===== src/rtl/sd_decimator.sv =====
// sd_decimator: sinc^2 CIC decoder, 1-bit density stream -> 8-bit PCM.
// clk/rst_n; din+din_valid in; sample (held) + sample_valid (1-cycle pulse) out.
module sd_decimator #(
  parameter int DEC_LOG2 = 8
) (
  input  logic       clk,
  input  logic       rst_n,
  input  logic       din,
  input  logic       din_valid,
  output logic [7:0] sample,
  output logic       sample_valid
);

  localparam int W  = 2 * DEC_LOG2 + 1;
  localparam int SH = 2 * DEC_LOG2 - 8;
  localparam logic [DEC_LOG2-1:0] LAST = '1;
  localparam logic [DEC_LOG2-1:0] ONE  =
    {{(DEC_LOG2-1){1'b0}}, 1'b1};

  logic [W-1:0]        i1, i2, i2_prev, c1_prev;
  logic [W-1:0]        i1_nx, i2_nx, c1, c2, c2_sh;
  logic [DEC_LOG2-1:0] cnt;
  logic                dec_stb;
  logic                warm;
  logic [7:0]          pcm;

  always_comb begin
    i1_nx = i1 + {{(W-1){1'b0}}, din};
    i2_nx = i2 + i1_nx;
    c1    = i2 - i2_prev;
    c2    = c1 - c1_prev;
    c2_sh = c2 >> SH;
    // only full scale (R^2 -> 256) can reach bit 8
    if (|c2_sh[W-1:8]) begin
      pcm = 8'hff;
    end else begin
      pcm = c2_sh[7:0];
    end
  end

  always_ff @(posedge clk or negedge rst_n) begin
    if (!rst_n) begin
      i1           <= '0;
      i2           <= '0;
      i2_prev      <= '0;
      c1_prev      <= '0;
      cnt          <= '0;
      dec_stb      <= 1'b0;
      warm         <= 1'b0;
      sample       <= '0;
      sample_valid <= 1'b0;
    end else begin
      sample_valid <= 1'b0;
      dec_stb      <= 1'b0;
      if (din_valid) begin
        i1      <= i1_nx;
        i2      <= i2_nx;
        cnt     <= cnt + ONE;
        dec_stb <= (cnt == LAST);
      end
      // comb reads I2 from before this edge; a bit
      // accepted now belongs to the next window
      if (dec_stb) begin
        i2_prev <= i2;
        c1_prev <= c1;
        warm    <= 1'b1;
        if (warm) begin
          sample       <= pcm;
          sample_valid <= 1'b1;
        end
      end
    end
  end

endmodule

===== config.mk =====
export PLATFORM = sky130hd
export DESIGN_NAME = sd_decimator
export DESIGN_NICKNAME = d
export VERILOG_FILES = /design/src/rtl/sd_decimator.sv
export SDC_FILE = /design/constraint.sdc
export NUM_CORES = 1
export LEC_CHECK = 0
export BUFFER_PORTS_ARGS = -buffer_cell sky130_fd_sc_hd__buf_2
export CORE_MARGIN = 3
export CORE_UTILIZATION = 60
export DETAILED_ROUTE_END_ITERATION = 16
export GPL_TIMING_DRIVEN = 0
export PLACE_DENSITY = 0.77
export SYNTH_ARGS = -nofsm -noshare
export SYNTH_HDL_FRONTEND = slang
export SYNTH_SLANG_ARGS = --single-unit

===== constraint.sdc =====
create_clock -name clk -period 9.4 [get_ports clk]
set_clock_uncertainty 0.2 [all_clocks]
set_input_delay 1.41 -clock clk [delete_from_list [all_inputs] [get_ports clk]]
set_output_delay 1.41 -clock clk [all_outputs]
set_load 0.01 [all_outputs]

==> results.py, run 1 <==
metrics = {
    "critical_path": {
        "slowest_delay_ps": 460,
        "reg2regPathDepth": 17,
        "rr_endpoint": "sample[5]",
        "slowest_stage": "dfrtp_1",
        "worstPathArrival_ps": 4710,
        "crit_family": "compound AO/OA/AOI/OAI gates",
        "cp-end-kind": "flop",
        "critPathMaxFanout": 10,
        "worstSetupPathType": "flop to flop",
        "ff2ff_setup_slack_ps": 4720,
        "r2r-start": "i2[1]",
        "cp-start-kind": "flop",
        "cp_cell_sequence": "ha_1 -> nor2b_1 -> o21ai_0 -> a21boi_1 -> o32a_1 -> a31o_2 -> mux2i_1 -> and2_1 -> ha_1 -> buf_2 -> a21oi_1 -> o21ai_0 -> nor3_1 -> a211oi_1 -> nand3_2 -> xnor2_2 -> a31oi_1",
        "worst-path-stages": 17,
        "crit_required_ps": 9430,
        "path_buf_inv": 1,
    },
    "clock_tree": {
        "ctsHoldBuffers": 0,
        "numCtsBuffers": 9,
        "cts_resized": 0,
        "path_clk_slew_ps": 90,
        "clk_latency_ps": 370,
        "cts_num_sinks": 87,
        "cts_root_buf": "clkbuf_8",
        "cts_setup_buffers": 0,
        "cts_tree": "built",
        "htree_levels": 3,
        "ctsLongestPathBuffers": 2,
    },
    "placement": {
        "port_buffers": 12,
        "hpwlAfterDp_um": 8420,
        "pre_cts_slack_ps": 4520,
        "gp_congestion": 0.881,
    },
    "outcome": {
        "outcome": "completed",
    },
    "timing": {
        "finalSetupViolCount": 0,
        "rsz0062_at_grt": "false",
        "relSlewSlack_pct": 53.8,
        "fin_crit_ps": 4680,
        "fmax_ghz": 0.214,
        "timing.final.ws_setup_ps": 4720,
        "hold_viol": 0,
        "max_slew.worst_pin.slew_ps": 684,
        "slew_violations": 0,
        "setup_tns_ps": 0,
        "finalCritPeriodShare_pct": 49.8,
        "whs_ps": 270,
    },
    "global_route": {
        "grt_pass1_wl_um": 19900,
        "overflow": 0,
        "grt.total_usage_pct": 21.9,
        "antenna_found_initial": 0,
        "grt_max_degree": 75,
        "grt_pass1_vias": 4374,
    },
    "floorplan": {
        "dieArea_um2": 10900,
        "die_x_um": 104,
        "core-area_um2": 9280,
        "start_util_pct": 62.3,
        "rows": 35,
        "boundaryPins": 13,
        "die_h_um": 104,
    },
    "detailed_routing": {
        "wl_per_cell_um": 14.4,
        "drt_iter0_drc": 180,
        "dr.pass1.iters": 5,
        "ant_nets": 0,
        "vias": 4364,
        "drc_errors": 0,
        "vias_per_cell": 5.67,
        "routed_wl_um": 11100,
    },
    "pwr": {
        "finalPower_mw": 2.16,
        "p_int_mw": 1.17,
        "pwr-share-seq_pct": 23.4,
        "powerDensity_nw_per_um2": 346,
        "switching_power_mw": 0.987,
        "combPwrFrac_pct": 63.7,
        "worst_ir_drop_vdd_mv": 0.136,
        "p_leak_nw": 2.86,
        "p_clk_share_pct": 12.9,
        "p_sw_share_pct": 45.7,
    },
    "layout": {
        "final_net_count": 692,
        "layout-drive-gt1-share_pct": 11.1,
        "area_growth_pct": 8.02,
        "antenna_cells": 0,
        "final_core_util_pct": 67.3,
        "final.fill_count": 757,
    },
    "synth": {
        "synth_nets": 668,
        "synth_simple_gate_area_share_pct": 13.9,
        "netlist_area_um2": 5790,
        "synth_flop_cell": "dfrtp_1",
        "yosys.area_share.adder_pct": 11.5,
        "synth_seq_cells": 87,
        "yosysWarnings": 0,
        "synth_compound_area_share_pct": 16.8,
        "ys_seq_area_share_pct": 37.6,
        "synthMuxAreaShare_pct": 4.63,
        "synth.avg_cell_area_um2": 9.45,
        "yosysUniqueCellTypes": 62,
        "yosys.area_share.xor_xnor_pct": 11.0,
        "synthCells": 612,
        "synth_top_family_by_area": "compound AO/OA/AOI/OAI gates",
        "synth_edf_count": 0,
        "ys_async_sr_fraction_pct": 100,
    },
    "worst_hold_path": {
        "hp-class": "flop to flop",
        "min_to": "cnt[5]",
        "holdPathStages": 1,
        "hold_start": "cnt[5]",
    },
    "job": {
        "drv_cap": 0,
    },
}
-- state kept, by name, summed over array words and instances (netlist names) --
register and cells:
c1_prev 17, cnt 8, dec_stb 1, i1 17, i2 17, i2_prev 17
sample 8, sample_valid 1, warm 1
-- cells in the mapped netlist (2+ instances only) --
cell type	n	area, µm²
nand3_1	7	35.0
o211ai_1	3	22.5
clkbuf_1	12	45.0
ha_1	50	626
mux2i_1	2	20.0
xnor2_1	49	429
xor2_1	22	193
o21ai_1	2	10.0
nor3_1	9	45.0
or3_1	3	18.8
nand3_2	2	20.0
nand2b_1	5	31.3
nor2b_1	6	37.5
and4_1	2	17.5
and3_1	8	50.1
a21o_1	12	90.1
a31o_2	2	17.5
a21boi_0	2	15.0
o31ai_1	2	15.0
a31oi_1	15	93.8
a211oi_1	7	52.6
a21oi_1	32	160
or2_2	2	12.5
a211o_1	3	26.3
buf_6	2	22.5
buf_4	2	15.0
nor2_1	35	131
nand2_1	58	218
o21ai_0	49	245
mux2_2	22	248
o21a_1	8	60.1
dfrtp_1	87	2180
and2_1	3	18.8
fa_1	2	40.0
o21bai_1	3	22.5
buf_1	2	7.51
inv_1	43	161
nand4_1	12	75.1
a41oi_1	2	17.5
-- power by group through the flow --
stage	clock, mW	combinational [mW]	sequential, mW
after floorplan	0	1.13	0.492
after global placement	0	1.30	0.507
after detailed placement	0	1.36	0.512
after CTS	0.286	1.37	0.505
after global routing	0.300	1.56	0.517
final	0.278	1.38	0.506
-- per-layer routing --
layer	vias up	share of wire, %	GRT usage (%)
met5	-	0	0
met4	0	2.0	8.93
met3	16	2.2	2.61
met2	51	49	38.0
met1	2093	47	28.0
li1	2204	-	-
-- placed cells by master (no fill, tap or decap), drive strengths merged, types with 4 or more instances in the layout --
master and n:
nand2b 5, xor2 22, a31oi 15, nor3 9, nand2 58, nand3 9, a211oi 7, o21ai 51
dfrtp 87, mux2 22, ha 50, nand4 13, buf 20, inv 46, a21oi 32, nor2 35
xnor2 50, and2 4, nor2b 6, a21o 12, o21a 8, clkbuf 23, and3 8
-- stage by stage --
stage / instance area [µm²] / std cells
after global routing: 6250 / 770
final: 6250 / 770
after detailed placement: 6040 / 754
after global placement: 6010 / 753
after floorplan: 5790 / 612
after CTS: 6250 / 770
-- cells by family (layout without fill, tap and decap cells) --
kind of cell,Yosys count,count (layout)
XOR/XNOR,72,72
buffers and inverters,63,92
AO/OA/AOI/OAI,153,153
multiplexers,24,24
flip-flops,87,87
adder cells (fa/ha/maj),52,52
AND/OR/NAND/NOR,161,161
-- worst max path at each step --
stage / from / to / slack [ps]
CTS: i2[1] / sample[5] / 4770
global placement: din / i2[16] / 4530
detailed placement: din / i2[16] / 4520
global route: i2[1] / sample[5] / 4270
finish: i2[1] / sample[5] / 4720
floorplan: din / i2[16] / 4940
-- cell type report --
| type | instances | area (µm²) | share of cell area, % |
|---|---|---|---|
| tap | 129 | 161 | 2.58 |
| timing repair buffer | 13 | 90.1 | 1.44 |
| multi-input combinational | 462 | 3350 | 53.6 |
| clock buffer | 10 | 138 | 2.20 |
| buffer | 20 | 100 | 1.60 |
| sequential | 87 | 2180 | 34.8 |
| clock inverter | 6 | 75.1 | 1.20 |
| inverter | 43 | 161 | 2.58 |
Power figures use the tool's default switching activity.
==> run 2: changes to the inputs <==
- CORE_UTILIZATION: 60 -> 57
- PLACE_DENSITY: 0.77 -> 0.76
- clock period: 9.4 -> 4.1 ns (I/O delays scaled with it)
==> results.py, run 2 (synthesis gave the netlist of run 1 again) <==
metrics = {
    "critical_path": {
        "worstSetupPathType": "flop to flop",
        "ff2ff_setup_slack_ps": 110,
        "cp-start-kind": "flop",
        "r2r-start": "i2[1]",
        "critPathMaxFanout": 8,
        "cp-end-kind": "flop",
        "cp-endpoint": "sample[0]",
        "crit_required_ps": 4150,
        "worstPathArrival_ps": 4040,
        "rr_endpoint": "sample[0]",
        "startpoint": "i2[1]",
        "reg2regPathDepth": 17,
    },
    "placement": {
        "hpwlAfterDp_um": 8530,
        "gp_congestion": 0.888,
        "port_buffers": 12,
        "placed_cells": 758,
        "post_dp_cell_area_um2": 6030,
    },
    "timing": {
        "hold_viol": 0,
        "fin_crit_ps": 3990,
        "fmax_ghz": 0.251,
        "max_slew.worst_pin.slew_ps": 686,
        "finalCritPeriodShare_pct": 97.3,
        "relSlewSlack_pct": 53.7,
        "finalSetupViolCount": 0,
        "slew_violations": 0,
    },
    "floorplan": {
        "core-area_um2": 9820,
        "dieArea_um2": 11400,
        "start_util_pct": 58.9,
        "rows": 36,
        "boundaryPins": 13,
        "die_x_um": 107,
        "die_h_um": 107,
    },
    "clock_tree": {
        "ctsLongestPathBuffers": 2,
        "numCtsBuffers": 9,
        "cts_tree": "built",
        "cts_num_sinks": 87,
        "clk_latency_ps": 370,
        "path_clk_slew_ps": 90,
        "htree_levels": 3,
        "cts_root_buf": "clkbuf_8",
    },
    "detailed_routing": {
        "drt_iter0_drc": 208,
        "dr.pass1.iters": 4,
        "routed_wl_um": 11900,
        "ant_nets": 0,
        "wl_per_cell_um": 15.1,
        "vias_per_cell": 5.66,
        "vias": 4457,
        "drc_errors": 0,
    },
    "global_route": {
        "grt_pass1_wl_um": 20100,
        "grt_pass1_vias": 4396,
        "grt.total_usage_pct": 21.8,
        "overflow": 0,
        "antenna_found_initial": 0,
        "grt_max_degree": 46,
    },
    "worst_hold_path": {
        "hp-class": "input port to async pin",
    },
    "pwr": {
        "p_leak_nw": 2.96,
        "worst_ir_drop_vdd_mv": 0.492,
        "powerDensity_nw_per_um2": 868,
    },
    "layout": {
        "antenna_cells": 0,
        "final_common_cell": "dfrtp_1",
        "most-common-layout-cells": "86 x dfrtp_1, 57 x nand2_1, 49 x xnor2_1",
        "area_growth_pct": 13.0,
        "final_net_count": 706,
        "final.fill_count": 827,
        "multi_input_area_um2": 3530,
        "layout-drive-gt1-share_pct": 17.3,
        "regArea_um2": 2180,
        "final_cell_count_no_fill": 788,
        "design_area_um2": 6540,
    },
    "outcome": {
        "outcome": "completed",
    },
    "job": {
        "drv_cap": 0,
    },
}
-- run 2: layer usage --
layer | routed length, µm | global-route usage, %
met5 | 0 | 0
met2 | 5940 | 37.6
met1 | 5330 | 26.8
met4 | 360 | 10.7
met3 | 270 | 2.83
-- run 2: area by class of cell --
class / instances / area share [%]
multi-input cells: 462 / 54.0
flip-flops and latches: 87 / 33.3
repair buffers: 27 / 2.93
well taps: 133 / 2.55
inverters: 43 / 2.47
clock buffers: 10 / 2.11
plain buffers: 20 / 1.63
clock inverters: 6 / 1.05
-- run 2: critical path: stages, from the launching register on --
cell and delay (ps):
dfrtp_2 440, ha_1 300, nor2b_4 130, o21ai_2 170, a21boi_2 90, o32a_1 390
a31o_4 270, mux2i_2 150, and2_1 170, ha_1 300, buf_6 140, a21oi_4 160
o21ai_4 100, nor4_1 380, a211oi_2 100, nand3_4 100, xnor2_4 160, a31oi_1 120
-- run 2: per-stage QoR --
step	utilization [%]	hold WS, ps	total power, mW	setup TNS, ps	setup slack, ps
6_report	66.6	42.8	5.68	0	110
3_3_place_gp	61.2	247	4.16	-2300	-289
3_5_place_dp	61.5	253	4.30	-3560	-449
4_1_cts	64.2	47.1	5.14	0	7.64
5_1_grt	66.6	79.9	6.13	-342	-55.2
2_1_floorplan	-	119	3.71	0	53.6
-- run 2: power by group --
part / switching [mW] / internal, mW / total [mW]
combinational: 2.09 / 1.79 / 3.88
sequential: 0.162 / 0.999 / 1.16
clock: 0.332 / 0.302 / 0.634
-- run 2: repair_timing --
action,4_1_cts,5_1_grt
setup buffers,4,10
endpoints found under the hold margin,0,0
pin swaps,8,23
resized for setup,12,33
hold buffers,0,0
endpoints found under the setup margin,8,8
-- run 2: worst min path at each step --
| stage | endpoint | slack [ps] |
|---|---|---|
| 2_1_floorplan | c1_prev[0] | 120 |
| 3_3_place_gp | warm | 250 |
| 3_5_place_dp | warm | 250 |
| 4_1_cts | c1_prev[6] | 50 |
| 5_1_grt | c1_prev[6] | 80 |
| 6_report | c1_prev[6] | 40 |
==> run 3: changes to the inputs <==
- GPL_TIMING_DRIVEN: 0 -> 1
==> results.py, run 3 (synthesis gave the netlist of run 1 again) <==
metrics = {
    "critical_path": {
        "worstSetupPathType": "flop to flop",
        "reg2regPathDepth": 13,
        "cp-end-kind": "flop",
        "ff2ff_setup_slack_ps": 170,
        "cp-start-kind": "flop",
        "slowest_stage": "or4_4",
        "cp_cell_sequence": "ha_2 -> a211o_1 -> o32a_1 -> a31o_4 -> mux2i_1 -> and2_1 -> ha_1 -> a21oi_2 -> o21ai_4 -> or4_4 -> nand3_4 -> xnor2_4 -> a31oi_1",
        "slowest_delay_ps": 540,
        "critPathMaxFanout": 8,
        "worstPathArrival_ps": 3950,
        "crit_family": "compound AO/OA/AOI/OAI gates",
        "rr_endpoint": "sample[6]",
        "crit_required_ps": 4120,
        "r2r-start": "i2[6]",
        "path_buf_inv": 0,
    },
    "placement": {
        "pre_cts_slack_ps": -193,
        "gp_congestion": 0.916,
        "hpwlAfterDp_um": 7890,
        "post_dp_cell_area_um2": 6010,
        "port_buffers": 12,
    },
    "global_route": {
        "grt.total_usage_pct": 20.1,
        "grt_pass1_wl_um": 18700,
        "use_met2_pct": 34.7,
        "antenna_found_initial": 0,
        "grt_pass1_vias": 4222,
        "grt_max_degree": 88,
        "met3_usage_pct": 3.49,
        "top_usage_layer": "met2",
        "use_met1_pct": 25.1,
        "overflow": 0,
    },
    "detailed_routing": {
        "vias_per_cell": 5.67,
        "routed_wl_um": 11000,
        "dr.pass1.iters": 4,
        "wl_per_cell_um": 14.2,
        "ant_nets": 0,
        "drt_iter0_drc": 180,
        "drc_errors": 0,
        "vias": 4373,
    },
    "clock_tree": {
        "cts_tree": "built",
        "cts_num_sinks": 87,
        "cts_root_buf": "clkbuf_8",
        "numCtsBuffers": 9,
        "path_clk_slew_ps": 90,
        "clk_latency_ps": 360,
        "ctsLongestPathBuffers": 2,
        "ctsHoldBuffers": 0,
        "htree_levels": 3,
    },
    "layout": {
        "final_net_count": 689,
        "area_growth_pct": 10.2,
        "layout-drive-gt1-share_pct": 16.1,
        "antenna_cells": 0,
        "design_area_um2": 6380,
        "final_common_cell": "dfrtp_1",
        "most-common-layout-cells": "87 x dfrtp_1, 57 x nand2_1, 49 x xnor2_1",
    },
    "floorplan": {
        "die_h_um": 107,
        "core-area_um2": 9820,
        "dieArea_um2": 11400,
        "rows": 36,
        "start_util_pct": 58.9,
        "die_x_um": 107,
        "boundaryPins": 13,
    },
    "pwr": {
        "worst_ir_drop_vdd_mv": 0.426,
        "p_leak_nw": 2.89,
        "powerDensity_nw_per_um2": 863,
    },
    "timing": {
        "fmax_ghz": 0.254,
        "timing.final.ws_setup_ps": 170,
        "finalSetupViolCount": 0,
        "relSlewSlack_pct": 27.3,
        "hold_viol": 0,
        "slew_violations": 0,
        "max_slew.worst_pin.slew_ps": 1090,
        "finalCritPeriodShare_pct": 95.9,
        "fin_crit_ps": 3930,
    },
    "worst_hold_path": {
        "hp-class": "input port to async pin",
    },
    "job": {
        "drv_cap": 0,
    },
    "outcome": {
        "outcome": "completed",
    },
}
-- run 3: cell count changes in the layout (fill, tap and decap cells not counted), sizes merged --
cell,delta
buf,-4
clkinv,-3
clkinvlp,+3
clkbuf,-13
-- run 3: worst max-delay path by stage --
| stage | cells past startpoint | startpoint | slack [ps] | end |
|---|---|---|---|---|
| final | 13 | i2[6] | 170 | sample[6] |
| after global routing | 16 | i2[0] | -6 | sample[1] |
| after CTS | 15 | i2[1] | 10 | sample[1] |
| after detailed placement | 17 | i2[0] | -190 | sample[1] |
| after global placement | 17 | i2_prev[1] | 50 | sample[7] |
| after floorplan | 16 | i2[1] | 50 | sample[0] |
-- run 3: final cells by class --
cell class                 count  area (µm²)
fill                         795        3440
inverter                      43         161
sequential                    87        2180
clock inverter                 6        68.8
tap                          133         166
timing repair buffer          30         201
clock buffer                  10         128
multi-input combinational    462        3470
-- run 3: timing repair --
item,CTS,global route
pin swaps,0,18
cloned,0,0
buffers inserted,0,5
gates resized for setup,5,28
endpoints found under the setup margin,8,8
-- run 3: power by group --
part	switching [mW]	internal (mW)
sequential	0.159	0.998
combinational	2.02	1.72
clock	0.318	0.284
-- run 3: metal layers --
layer | part of all wire, % | vias to the layer above
li1 | - | 2194
met5 | 0 | -
met3 | 2.9 | 22
met2 | 49 | 79
met1 | 46 | 2078
met4 | 2.4 | 0
-- run 3: per-stage QoR --
step | power, mW | utilization (%) | hold WS [ps] | std cells | setup TNS, ps
after global placement | 4.28 | 61.2 | 246 | 750 | 0
after CTS | 5.10 | 63.3 | 272 | 766 | 0
final | 5.50 | 64.9 | 230 | 771 | 0
after detailed placement | 4.40 | 61.2 | 250 | 750 | -1390
after floorplan | 3.71 | - | 119 | 612 | 0
after global routing | 5.98 | 64.9 | 282 | 771 | -11.9
